### src/rtl/sram_controller_pkg.sv
// Shared types and constants for the pipeline-to-SRAM bridge: FSM states,
// default timing/base parameters and the external SRAM bus geometry.
package sram_controller_pkg;

    typedef enum logic [2:0] {
        IDLE,
        ACC_LO,
        ACC_HI,
        WAIT,
        DONE
    } state_e;

    localparam int unsigned WAIT_CYCLES_DEF = 3;
    localparam int unsigned DATA_BASE_DEF   = 1024;
    localparam int unsigned SRAM_ADDR_WIDTH = 18;
    localparam int unsigned SRAM_DATA_WIDTH = 16;

endpackage

### src/rtl/sram_controller_if.sv
// Bundles the memory-stage request/response signals and the 16-bit SRAM pins.
// slave = controller side, master = pipeline plus SRAM device side.
interface sram_controller_if;
    import sram_controller_pkg::*;

    logic                       rd_en;
    logic                       wr_en;
    logic [31:0]                address;
    logic [31:0]                write_data;
    logic [31:0]                read_data;
    logic                       ready;

    logic [SRAM_ADDR_WIDTH-1:0] sram_addr;
    logic [SRAM_DATA_WIDTH-1:0] sram_dq_out;
    logic                       sram_dq_oe;
    logic [SRAM_DATA_WIDTH-1:0] sram_dq_in;
    logic                       sram_we_n;
    logic                       sram_oe_n;
    logic                       sram_ce_n;
    logic                       sram_ub_n;
    logic                       sram_lb_n;

    modport slave (
        input  rd_en, wr_en, address, write_data, sram_dq_in,
        output read_data, ready, sram_addr, sram_dq_out, sram_dq_oe,
               sram_we_n, sram_oe_n, sram_ce_n, sram_ub_n, sram_lb_n
    );

    modport master (
        output rd_en, wr_en, address, write_data, sram_dq_in,
        input  read_data, ready, sram_addr, sram_dq_out, sram_dq_oe,
               sram_we_n, sram_oe_n, sram_ce_n, sram_ub_n, sram_lb_n
    );

endinterface

### src/rtl/sram_controller.sv
// Splits each 32-bit pipeline access into two 16-bit SRAM half-word cycles,
// then idles for WAIT_CYCLES before handing ready back to the pipeline.
module sram_controller
    import sram_controller_pkg::*;
#(
    parameter int unsigned WAIT_CYCLES = WAIT_CYCLES_DEF,
    parameter int unsigned DATA_BASE   = DATA_BASE_DEF
) (
    input  logic             clk,
    input  logic             rst,
    sram_controller_if.slave bus
);

    localparam int unsigned          CNT_W    = (WAIT_CYCLES > 0) ? $clog2(WAIT_CYCLES + 1) : 1;
    localparam logic [CNT_W-1:0]     CNT_LAST = CNT_W'(WAIT_CYCLES - 1);

    state_e                     r_state;
    state_e                     w_next_state;
    logic [CNT_W-1:0]           r_wait_cnt;
    logic [SRAM_ADDR_WIDTH-2:0] r_word;
    logic [31:0]                r_wdata;
    logic                       r_is_write;
    logic [31:0]                r_read_data;

    logic                       w_req;
    logic [31:0]                w_offset;
    logic                       w_unused_bits;

    assign w_req         = bus.rd_en | bus.wr_en;
    assign w_offset      = bus.address - DATA_BASE;
    assign w_unused_bits = ^{w_offset[31:SRAM_ADDR_WIDTH+1], w_offset[1:0]};

    always_comb begin
        w_next_state = r_state;
        unique case (r_state)
            IDLE:    if (w_req) w_next_state = ACC_LO;
            ACC_LO:  w_next_state = ACC_HI;
            ACC_HI:  w_next_state = (WAIT_CYCLES == 0) ? DONE : WAIT;
            WAIT:    if (r_wait_cnt == CNT_LAST) w_next_state = DONE;
            DONE:    w_next_state = IDLE;
            default: w_next_state = IDLE;
        endcase
    end

    // NOTE: every output gets a default before the case so no path leaves one
    // unassigned; a missed branch would otherwise infer a latch.
    always_comb begin
        bus.ready       = 1'b0;
        bus.sram_addr   = '0;
        bus.sram_dq_out = '0;
        bus.sram_dq_oe  = 1'b0;
        bus.sram_we_n   = 1'b1;
        bus.sram_oe_n   = 1'b1;
        unique case (r_state)
            IDLE: bus.ready = ~w_req;
            ACC_LO, ACC_HI: begin
                bus.sram_addr = {r_word, r_state == ACC_HI};
                // Write drives the bus; read enables the SRAM output. Never both.
                if (r_is_write) begin
                    bus.sram_we_n   = 1'b0;
                    bus.sram_dq_oe  = 1'b1;
                    bus.sram_dq_out = (r_state == ACC_HI) ? r_wdata[31:16] : r_wdata[15:0];
                end else begin
                    bus.sram_oe_n   = 1'b0;
                end
            end
            DONE:    bus.ready = 1'b1;
            default: ;
        endcase
    end

    // NOTE: state is updated with non-blocking assignments so every register
    // samples the pre-edge values, independent of statement order.
    always_ff @(posedge clk) begin
        if (rst) begin
            r_state     <= IDLE;
            r_wait_cnt  <= '0;
            r_word      <= '0;
            r_wdata     <= '0;
            r_is_write  <= 1'b0;
            r_read_data <= '0;
        end else begin
            r_state <= w_next_state;
            // Request is frozen here; later input changes are ignored until IDLE.
            if (r_state == IDLE && w_req) begin
                r_word     <= w_offset[SRAM_ADDR_WIDTH:2];
                r_wdata    <= bus.write_data;
                r_is_write <= bus.wr_en;
            end
            r_wait_cnt <= (r_state == WAIT) ? r_wait_cnt + CNT_W'(1) : '0;
            if (!r_is_write && r_state == ACC_LO) r_read_data[15:0]  <= bus.sram_dq_in;
            if (!r_is_write && r_state == ACC_HI) r_read_data[31:16] <= bus.sram_dq_in;
        end
    end

    assign bus.read_data = r_read_data;
    assign bus.sram_ce_n = 1'b0;
    assign bus.sram_ub_n = 1'b0;
    assign bus.sram_lb_n = 1'b0;

endmodule
### src/flat_wrapper.sv
// flat-port wrapper written by rule: the top's interface ports become plain ports
module sram_controller_flat import sram_controller_pkg::*;
#(
    parameter int unsigned WAIT_CYCLES = WAIT_CYCLES_DEF,
    parameter int unsigned DATA_BASE   = DATA_BASE_DEF
)
  (clk, rst, bus_rd_en, bus_wr_en, bus_address, bus_write_data, bus_sram_dq_in, bus_read_data, bus_ready, bus_sram_addr, bus_sram_dq_out, bus_sram_dq_oe, bus_sram_we_n, bus_sram_oe_n, bus_sram_ce_n, bus_sram_ub_n, bus_sram_lb_n);
  sram_controller_if bus_i ();
  input  logic clk;
  input  logic rst;
  input wire logic [$bits(bus_i.rd_en)-1:0] bus_rd_en;
  input wire logic [$bits(bus_i.wr_en)-1:0] bus_wr_en;
  input wire logic [$bits(bus_i.address)-1:0] bus_address;
  input wire logic [$bits(bus_i.write_data)-1:0] bus_write_data;
  input wire logic [$bits(bus_i.sram_dq_in)-1:0] bus_sram_dq_in;
  output wire logic [$bits(bus_i.read_data)-1:0] bus_read_data;
  output wire logic [$bits(bus_i.ready)-1:0] bus_ready;
  output wire logic [$bits(bus_i.sram_addr)-1:0] bus_sram_addr;
  output wire logic [$bits(bus_i.sram_dq_out)-1:0] bus_sram_dq_out;
  output wire logic [$bits(bus_i.sram_dq_oe)-1:0] bus_sram_dq_oe;
  output wire logic [$bits(bus_i.sram_we_n)-1:0] bus_sram_we_n;
  output wire logic [$bits(bus_i.sram_oe_n)-1:0] bus_sram_oe_n;
  output wire logic [$bits(bus_i.sram_ce_n)-1:0] bus_sram_ce_n;
  output wire logic [$bits(bus_i.sram_ub_n)-1:0] bus_sram_ub_n;
  output wire logic [$bits(bus_i.sram_lb_n)-1:0] bus_sram_lb_n;
  assign bus_i.rd_en = bus_rd_en;
  assign bus_i.wr_en = bus_wr_en;
  assign bus_i.address = bus_address;
  assign bus_i.write_data = bus_write_data;
  assign bus_i.sram_dq_in = bus_sram_dq_in;
  assign bus_read_data = bus_i.read_data;
  assign bus_ready = bus_i.ready;
  assign bus_sram_addr = bus_i.sram_addr;
  assign bus_sram_dq_out = bus_i.sram_dq_out;
  assign bus_sram_dq_oe = bus_i.sram_dq_oe;
  assign bus_sram_we_n = bus_i.sram_we_n;
  assign bus_sram_oe_n = bus_i.sram_oe_n;
  assign bus_sram_ce_n = bus_i.sram_ce_n;
  assign bus_sram_ub_n = bus_i.sram_ub_n;
  assign bus_sram_lb_n = bus_i.sram_lb_n;
  sram_controller #(.WAIT_CYCLES(WAIT_CYCLES), .DATA_BASE(DATA_BASE)) u_core (.clk(clk), .rst(rst), .bus(bus_i));
endmodule
### config.mk
export PLATFORM = sky130hd
export DESIGN_NAME = sram_controller_flat
export DESIGN_NICKNAME = d
export VERILOG_FILES = /design/src/rtl/sram_controller_pkg.sv /design/src/rtl/sram_controller_if.sv /design/src/rtl/sram_controller.sv /design/src/flat_wrapper.sv
export SDC_FILE = /design/constraint.sdc
export NUM_CORES = 1
export LEC_CHECK = 0
export BUFFER_PORTS_ARGS = -buffer_cell sky130_fd_sc_hd__buf_2
export CORE_MARGIN = 4
export CORE_UTILIZATION = 50
export CTS_CLUSTER_SIZE = 24
export DETAILED_ROUTE_END_ITERATION = 8
export GPL_TIMING_DRIVEN = 0
export HOLD_SLACK_MARGIN = 0.15
export PLACE_DENSITY_LB_ADDON = 0.3
export SYNTH_ARGS = -nofsm -noshare
export SYNTH_HDL_FRONTEND = slang
export SYNTH_SLANG_ARGS = --single-unit
export TNS_END_PERCENT = 50
### constraint.sdc
create_clock -name clk -period 4.51 [get_ports clk]
set_clock_uncertainty 0.05 [all_clocks]
set_input_delay 0.451 -clock clk [delete_from_list [all_inputs] [get_ports clk]]
set_output_delay 0.451 -clock clk [all_outputs]
set_load 0.01 [all_outputs]
# After elaboration in Yosys (flattened, before gate mapping)
# Index checks and enable logic that the tools add are counted.
# Widths: inputs -> output; s select.
# classes
n_reduce_logical	8
muxes	13
addsub	2
bitwise_logic	3
n_eq_ne	7
# ops
op	n
$mux 16	3
$sub 19x11->19 const B	1
$mux 18	1
$pmux 3 s4	1
$eq 3x2->1 const B	2
$mux 3	2
$mux 1	5
$ne 2x1->1 const B	2
$reduce_or 2->1	2
$eq 3x1->1 const B	1
$eq 3x3->1 const B	1
$logic_and 1x1->1	3
$logic_not 3->1	1
$add 2x1->2 const B	1
$eq 2x2->1 const B	1
$not 1->1	2
$pmux 1 s2	1
$reduce_and 2->1	1
$logic_not 1->1	1
$or 1x1->1	1
# totals
input_bits	84
out_inout_bits	73
ff_bits	87
wordCells	40

# Depth between registers and ports, before layout
# Gate-level depths: netlist (run 1).
# logic_depth
ltp_word	4
ltp_mapped	7
depth_no_buf	5

# Worst setup path after synthesis (run 1)
# Ideal clock, no wire load.
# synth_path
kind	register -> output
startpoint	register u_core.r_state[2]
endpoint	output port bus_sram_dq_out[10]
stages_incl_launch_ff	8
setup_slack_ns	2.510
arrival_time_ns	1.499
cell_sequence	dfxtp_1 > buf_2 > or3b_1 > buf_2 > inv_2 > buf_4 > nand2_1 > a21oi_1
# synth_between
elab_chain_cells	4
word_cells_on_any_way	6
classes_between	2 x eq/ne; 3 x mux; 1 x reduce/logical
# synth_rtl
item	line_no	rtl
from (decl)	sram_controller.sv:17	state_e r_state;
from (signal assigned)	sram_controller.sv:83	r_state <= w_next_state;
$eq 3x2->1	sram_controller.sv:54, sram_controller.sv:62	
$mux 16	sram_controller.sv:62	bus.sram_dq_out = (r_state == ACC_HI) ? r_wdata[31:16] : r_wdata[15:0];
$mux 16	sram_controller.sv:59	if (r_is_write) begin
$mux 16 *	sram_controller.sv:54	unique case (r_state)
to (decl)	flat_wrapper.sv:19	output wire logic [$bits(bus_i.sram_dq_out)-1:0] bus_sram_dq_out;
# Mark *: on every way between the ends. The rest lies on a longest branch, timed or not.

# Final worst setup path (run 1)
# layout_path
startpoint	register u_core.r_state[1]
endpoint	output port bus_sram_dq_out[10]
# Same word-level chain as after synthesis.

==> results of run 1 <==
[synthesized netlist by cell type, types with 2 or more instances]
cell      number  area, sq um
a21oi_1       98          490
nand2_1       98          368
dfxtp_1       87         1740
nand3_1       41          205
clkbuf_1      32          120
o21ai_0       22          110
o21ai_1       21          105
and3_1        18          113
buf_2          9         45.0
buf_4          6         45.0
nor2_1         6         22.5
a211oi_1       5         37.5
inv_1          5         18.8
a311oi_1       4         35.0
ha_1           2         25.0
inv_2          2         7.51
nor4b_4        2         47.6
o31ai_1        2         15.0
or3_1          2         12.5
or3b_1         2         17.5
or4b_1         2         20.0
xnor2_1        2         17.5
[cell usage in the layout, fill, tap and decap left out, drive strengths merged, types with 3 or more instances in the layout]
master | Yosys | final
inv | 7 | 9
nand3 | 41 | 41
conb | 1 | 3
and3 | 18 | 18
a211oi | 5 | 5
nor2 | 7 | 7
a311oi | 5 | 5
buf | 15 | 152
dfxtp | 87 | 87
clkbuf | 32 | 43
o21ai | 43 | 43
a21oi | 98 | 98
nand2 | 98 | 98
[state kept, by name, indices dropped and copies added, names as in the netlist]
register	cells
u_core.bus.read_data	32
u_core.r_wdata	32
u_core.r_word	17
u_core.r_state	3
u_core.r_wait_cnt	2
u_core.r_is_write	1
[cell type report]
class | count | area, sq um | share of cell area (%)
multi-input combinational | 346 | 1790 | 37.6
sequential | 87 | 1740 | 36.6
timing repair buffer | 137 | 686 | 14.4
buffer | 47 | 210 | 4.41
clock buffer | 11 | 141 | 2.97
tap | 99 | 124 | 2.60
clock inverter | 5 | 41.3 | 0.867
inverter | 7 | 26.3 | 0.552
[stage by stage]
stage | area (sq um) | std cells | hold WS, ps
global route | 4760 | 739 | 287
CTS | 4760 | 739 | 283
finish | 4760 | 739 | 285
global placement | 4580 | 723 | 349
detailed placement | 4580 | 723 | 359
floorplan | 3770 | 487 | 343
[metal layers]
metal  part of all wire [%]  track usage, %  vias to the layer above
li1                       -               -                     1977
met1                     42            30.4                     1861
met2                     49            39.8                      142
met3                    7.1            4.62                       14
met4                    1.4            6.85                        0
met5                      0               0                        -
[path summary, 6_finish.rpt]
check / slack (ps) / depth (start not counted) / endpoint / startpoint
setup / recovery: 1800 / 7 / bus_sram_dq_out[10] / u_core.r_state[1]
hold / removal: 290 / 2 / u_core.r_word[8] / bus_address[10]
setup reg to reg: 2720 / 6 / u_core.bus.read_data[10] / u_core.r_state[2]
hold reg to reg: 370 / 1 / u_core.r_wait_cnt[0] / u_core.r_wait_cnt[0]
[power by group]
group	switching, mW	internal (mW)
sequential	0.0298	0.828
clock	0.285	0.221
combinational	0.214	0.132
total	0.529	1.18
[worst max-delay path: cells and delay by family, from the launching register on]
family                    cells  cell delay [ps]
DFF                           1              380
AOI/OAI and AO/OA             1              200
and+or+nand+nor               1              250
buffers and inverters         4              660
xor gates and xnor gates      1              370
[logic make-up (layout without fill, tap and decap cells)]
logic type / after synthesis / after routing / synth area share [%]
AOI/OAI and AO/OA: 158 / 158 / 22.5
xor gates and xnor gates: 3 / 3 / 0.898
adders and majority gates: 2 / 2 / 0.665
buffers and inverters: 54 / 207 / 6.28
DFF: 87 / 87 / 46.3
other: 1 / 3 / 0.0996
and+or+nand+nor: 180 / 180 / 23.2
==> results.toml, run 1 <==
[run]
drv_cap = 0

[setup_path]
crit_top_cell = "buf_2"
critPathKind = "register to output pin"
worstPathRequired_ps = 4010
crit_fanout = 10
crit_slowest_cell = "dfxtp_1"
worst_setup_path_end_kind = "output pin"
cp-start-kind = "register"
cp.arrival_ps = 2210
path_cells = "buf_4, xor2_2, and3_1, inv_2, buf_2, a21oi_1, buf_2"
max_stage_delay_ps = 380

[cts]
cts_tree = "built"
clk_latency_ps = 340
cts_hold_buf = 0
cts_resized = 0
clk_pin_slew_ps = 90
cts_max_path_buffers = 2
cts.sinks = 87
cts_setup_buffers = 0
htree_levels = 3
numCtsBuffers = 9
root_buffer = "clkbuf_8"

[global_route]
grt_usage_pct = 23.5
grt_pass1_vias = 3618
grt_overflow = 0
grt_max_degree = 16
antenna_found_initial = 0
grt_pass1_wl_microns = 16900

[power_and_ir_drop]
power-per-cell-area_mw_per_mm2 = 359
leakage_nw = 2.07
peakVddDrop_mv = 0.197
fin_total_pwr_mw = 1.71

[detailed_routing]
drt-initial-drc-count = 214
finalWirelength_microns = 11000
ant_nets = 0
drcViolationCount = 0
vias_per_cell = 5.40
firstDrtPassIters = 5
vias = 3994
wl_per_cell_microns = 14.8

[logic_synthesis]
seq_area_frac_synth_pct = 46.3
synth_seq_cells = 87
ys.flop_type = "dfxtp_1"
synthCells = 485
async_flop_share_pct = 0
synth_edf_count = 0
synth_area_sq_mm = 0.00376
syn_avg_cell_area_sq_um = 7.76
ys_warn_count = 0
synthDistinctLibCells = 39

[sta]
rsz0062_at_grt = "false"
slew_headroom_pct = 62.9
setup_tns_ps = 0
finalSetupViolations = 0
layout_worst_path_cycle_share_pct = 60.1
max_freq_ghz = 0.369
finalHoldViolations = 0
layout_min_cycle_time_ps = 2710
tightest_slew_ps = 556
setup_slack_ps = 1800
drv_slew = 0

[floorplanning]
start_util_pct = 51.6
num_rows = 31
core_area_sq_mm = 0.00729
die_h_microns = 94.8
io_pins = 157
dieArea_sq_mm = 0.00898
dieWidth_microns = 94.8

[min_path]
hold_path.class = "input pin to register"

[placed_design]
port_buffers = 137
dp_slack_ps = 2180
place_hpwl_microns = 8090
gp_congestion = 0.836

[finish]
final_layout_size_suffix_gt1_share_pct = 27.8
num-fill-cells = 711
fin_nets = 721
area_delta_synth_final_pct = 26.6
fin_util_pct = 65.3
diodes = 0

[status]
status = "complete, no violations"
Power figures use the tool's default switching activity.
==> run 2, diff against run 1 <==
- CORE_UTILIZATION: 50 -> 43
- clock period: 4.51 -> 2.3 ns (I/O delays scaled with it)
==> results.toml, run 2 (synthesized netlist as in run 1, its figures left out) <==
[status]
status = "complete, no violations"

[power_and_ir_drop]
seqPwrFrac_pct = 46.2
p_sw_mw = 1.05
p_comb_share_pct = 21.7
switching_share_pct = 28.6
peakVddDrop_mv = 0.409
internal_power_mw = 2.61
clockPowerShare_pct = 32.1
leakage_nw = 2.39
power-per-cell-area_mw_per_mm2 = 662
fin_total_pwr_mw = 3.65

[floorplanning]
die_h_microns = 102
core_area_sq_mm = 0.00838
num_rows = 33
io_pins = 157
start_util_pct = 44.9
dieArea_sq_mm = 0.0103
dieWidth_microns = 102

[detailed_routing]
drcViolationCount = 0
drt-initial-drc-count = 219
ant_nets = 0
vias_per_cell = 5.20
wl_per_cell_microns = 15.1
finalWirelength_microns = 12200
vias = 4219
firstDrtPassIters = 5

[global_route]
antenna_found_initial = 0
grt_usage_pct = 23.4
grt_overflow = 0
grt_max_degree = 18
grt_pass1_wl_microns = 19100
grt_pass1_vias = 4014

[cts]
htree_levels = 3
clk_latency_ps = 340
numCtsBuffers = 9
cts_max_path_buffers = 2
root_buffer = "clkbuf_8"
clk_pin_slew_ps = 80
cts.sinks = 87
cts_tree = "built"

[sta]
tightest_slew_ps = 587
layout_worst_path_cycle_share_pct = 96.0
slew_headroom_pct = 60.9
finalHoldViolations = 0
max_freq_ghz = 0.453
setup_tns_ps = 0
rsz0062_at_grt = "false"
layout_min_cycle_time_ps = 2210
finalSetupViolations = 0
drv_slew = 0

[setup_path]
worst-r2r-cell-count = 6
worst_r2r_endpoint = "u_core.bus.read_data[6]"
r2r_start = "u_core.r_state[2]"
startpoint = "u_core.r_state[2]"
worst_setup_path_end_kind = "output pin"
path_cells = "buf_2, or3b_1, buf_4, buf_2, nand2_1, a21oi_2, buf_2"
crit_slowest_cell = "or3b_1"
reg2reg_slack_ps = 470
max_stage_delay_ps = 390
cp-start-kind = "register"
cp.arrival_ps = 1930
critPathKind = "register to output pin"
worstPathRequired_ps = 2020
cp-endpoint = "bus_sram_dq_out[14]"
crit_fanout = 10
crit_top_cell = "buf_2"

[placed_design]
gp_congestion = 0.802
port_buffers = 137
place_hpwl_microns = 8150

[run]
drv_cap = 0

[finish]
num-fill-cells = 741
final_common_cell = "buf_2"
diodes = 0
final_cell_mix = "146 x buf_2, 98 x nand2_1, 96 x a21oi_1"
final_layout_size_suffix_gt1_share_pct = 26.9
area_delta_synth_final_pct = 46.5
fin_nets = 788

[min_path]
hold_path.class = "input pin to register"
run 2: cell count changes in the layout (fill, tap and decap cells not counted), sizes merged:
cell	change
clkbuf	-2
clkinv	+2
clkinvlp	-1
buf	+6
bufinv	+2
dlygate4sd3	+62
inv	-3
run 2: layout make-up:
cell class                      instances  area (sq um)  area share, %
Inverter                                7          37.5          0.681
Sequential cell                        87          1740           31.6
Clock buffer                           10           138           2.50
Buffer                                 46           214           3.88
Tap cell                              105           131           2.38
Clock inverter                          5          82.6           1.50
Multi-Input combinational cell        346          1820           32.9
Timing Repair Buffer                  205          1350           24.5
run 2: per-stage QoR:
step           util (%)  worst slack [ps]  cell area, sq um  hold WS [ps]  std cells
2_1_floorplan         -               521              3770           277        487
3_3_place_gp       54.7               221              4590           354        729
3_5_place_dp       54.7               210              4590           356        729
4_1_cts            65.0              16.8              5450           173        806
5_1_grt            65.8              1.70              5520           187        811
6_report           65.8              93.0              5520           186        811
run 2: power groups by stage:
stage | Sequential, mW | Clock (mW) | Combinational, mW
after floorplan | 1.72 | 0 | 0.409
after global routing | 1.70 | 1.26 | 0.870
final | 1.69 | 1.17 | 0.792
after CTS | 1.68 | 1.20 | 0.766
after global placement | 1.71 | 0 | 0.659
after detailed placement | 1.72 | 0 | 0.672
run 2: routing by layer:
layer,track usage [%],up-vias,share of wire [%]
met5,0,-,0
met4,6.44,0,2.2
met3,5.51,27,5.6
met2,40.0,136,49
met1,29.5,1942,43
li1,-,2114,-
run 2: worst min-delay path by stage:
stage	startpoint	to	slack [ps]	cells past startpoint
5_1_grt	bus_address[11]	u_core.r_word[11]	190	3
3_3_place_gp	u_core.r_wait_cnt[0]	u_core.r_wait_cnt[0]	350	1
4_1_cts	bus_address[11]	u_core.r_word[11]	170	3
6_report	bus_address[11]	u_core.r_word[11]	190	3
3_5_place_dp	u_core.r_wait_cnt[0]	u_core.r_wait_cnt[0]	360	1
2_1_floorplan	bus_address[10]	u_core.r_word[8]	280	1
run 2: what timing repair did:
action | CTS | global route
pin swaps | 1 | 0
hold endpoints to repair | 78 | 0
hold buffers | 62 | 0
setup endpoints to repair | 12 | 26
gates resized for setup | 4 | 11
buffers inserted | 1 | 5
run 2: worst max-delay path, delay by kind of cell, from the launching register on:
family | cells | cell delay, ps
AO/OA/AOI/OAI | 1 | 60
buffers and inverters | 4 | 730
flip-flops | 1 | 300
AND/OR/NAND/NOR | 2 | 490
==> run 3, diff against run 2 <==
- BUFFER_PORTS_ARGS: -buffer_cell sky130_fd_sc_hd__buf_2 -> unset
- CORE_UTILIZATION: 43 -> 50
- DONT_BUFFER_PORTS: unset -> 1
==> results.toml, run 3 (synthesized netlist as in run 1, its figures left out) <==
[cts]
clk_pin_slew_ps = 80
cts_tree = "built"
htree_levels = 3
cts.sinks = 87
cts_max_path_buffers = 2
root_buffer = "clkbuf_8"
clk_latency_ps = 360
numCtsBuffers = 9

[sta]
finalHoldViolations = 0
setup_tns_ps = 0
rsz0062_at_grt = "false"
layout_worst_path_cycle_share_pct = 95.0
slew_headroom_pct = 59.1
tightest_slew_ps = 614
max_freq_ghz = 0.457
layout_min_cycle_time_ps = 2190
finalSetupViolations = 0
drv_slew = 0

[setup_path]
path_cells = "buf_4, or3b_1, buf_4, inv_6, buf_8, nand2_1, a21oi_2"
worst_setup_path_end_kind = "output pin"
worst-r2r-cell-count = 6
crit_slowest_cell = "or3b_1"
cp.arrival_ps = 1910
critPathKind = "register to output pin"
crit_top_cell = "buf_4"
max_stage_delay_ps = 380
crit_fanout = 10
cp-start-kind = "register"
worstPathRequired_ps = 2020

[detailed_routing]
firstDrtPassIters = 5
vias = 3812
wl_per_cell_microns = 17.3
ant_nets = 0
drt-initial-drc-count = 243
finalWirelength_microns = 11600
vias_per_cell = 5.67
drcViolationCount = 0

[min_path]
hold_path.class = "input pin to register"
hold_path_depth = 2

[finish]
multi_input_area_sq_mm = 0.00186
fin_util_pct = 67.7
final_layout_size_suffix_gt1_share_pct = 9.95
fin_nets = 654
area_delta_synth_final_pct = 31.2
num-fill-cells = 629
final_cell_mix = "98 x nand2_1, 88 x a21oi_1, 87 x dfxtp_1"
design_area_sq_mm = 0.00494
diodes = 0
final_common_cell = "nand2_1"
regArea_sq_mm = 0.00174

[placed_design]
port_buffers = 0
gp_congestion = 0.777
place_hpwl_microns = 7680
placed_cell_area_sq_mm = 0.00389

[global_route]
grt_pass1_vias = 3750
antenna_found_initial = 0
grt_usage_pct = 26.4
grt_overflow = 0
grt_pass1_wl_microns = 18500
grt_max_degree = 16

[floorplanning]
io_pins = 157
num_rows = 31
dieWidth_microns = 94.8
dieArea_sq_mm = 0.00898
die_h_microns = 94.8
core_area_sq_mm = 0.00729
start_util_pct = 51.6

[power_and_ir_drop]
power-per-cell-area_mw_per_mm2 = 744
peakVddDrop_mv = 0.376
leakage_nw = 1.77

[status]
status = "complete, no violations"

[run]
drv_cap = 0
==> run 3: per-layer routing <==
layer  GRT usage [%]  routed length (microns)  vias to the layer above
met3            6.53                      784                       21
met4            10.8                      239                        0
met1            31.4                     4750                     1784
met5               0                        0                        -
li1                -                        -                     1848
met2            45.4                     5860                      159
==> run 3: through the flow <==
| stage | cells | hold slack (ps) | worst slack [ps] | total power, mW |
|---|---|---|---|---|
| floorplan | 487 | 277 | 521 | 2.13 |
| global placement | 586 | 283 | 116 | 2.24 |
| detailed placement | 586 | 287 | 86.1 | 2.27 |
| CTS | 672 | 155 | 23.4 | 3.67 |
| global route | 672 | 155 | 7.43 | 3.83 |
| finish | 672 | 151 | 114 | 3.67 |
==> run 3: what timing repair did <==
item / in CTS / in global routing
gates cloned: 0 / 0
buffers inserted: 1 / 0
hold buffers: 69 / 0
pin swaps: 1 / 1
resized for setup: 14 / 15
endpoints found under the hold margin: 82 / 0
endpoints found under the setup margin: 17 / 22
==> run 3: worst max-delay path: cells and delay by family (launching register included) <==
family                 cells  cell delay, ps
buffers and inverters      4             590
AND/OR/NAND/NOR            2             450
flip-flops                 1             310
AO/OA/AOI/OAI              1             200
==> run 3: worst paths after layout <==
kind	from	end	slack, ps
worst max register to register	u_core.r_state[2]	u_core.r_word[4]	510
worst min register to register	u_core.r_wait_cnt[0]	u_core.r_wait_cnt[0]	380
worst min-delay path	bus_address[16]	u_core.r_word[15]	150
worst max-delay path	u_core.r_state[2]	bus_sram_dq_out[13]	110
==> run 3: layout make-up <==
cell class,instances,area share (%)
multi-input combinational,346,37.7
clock inverter,6,2.33
sequential,87,35.3
buffer,47,4.74
tap,99,2.51
inverter,7,0.710
timing repair buffer,70,14.1
clock buffer,10,2.58
==> run 3: report_power, final <==
group          switching, mW  internal [mW]
sequential            0.0862           1.62
clock                  0.568          0.730
combinational          0.399          0.267
total                   1.05           2.62
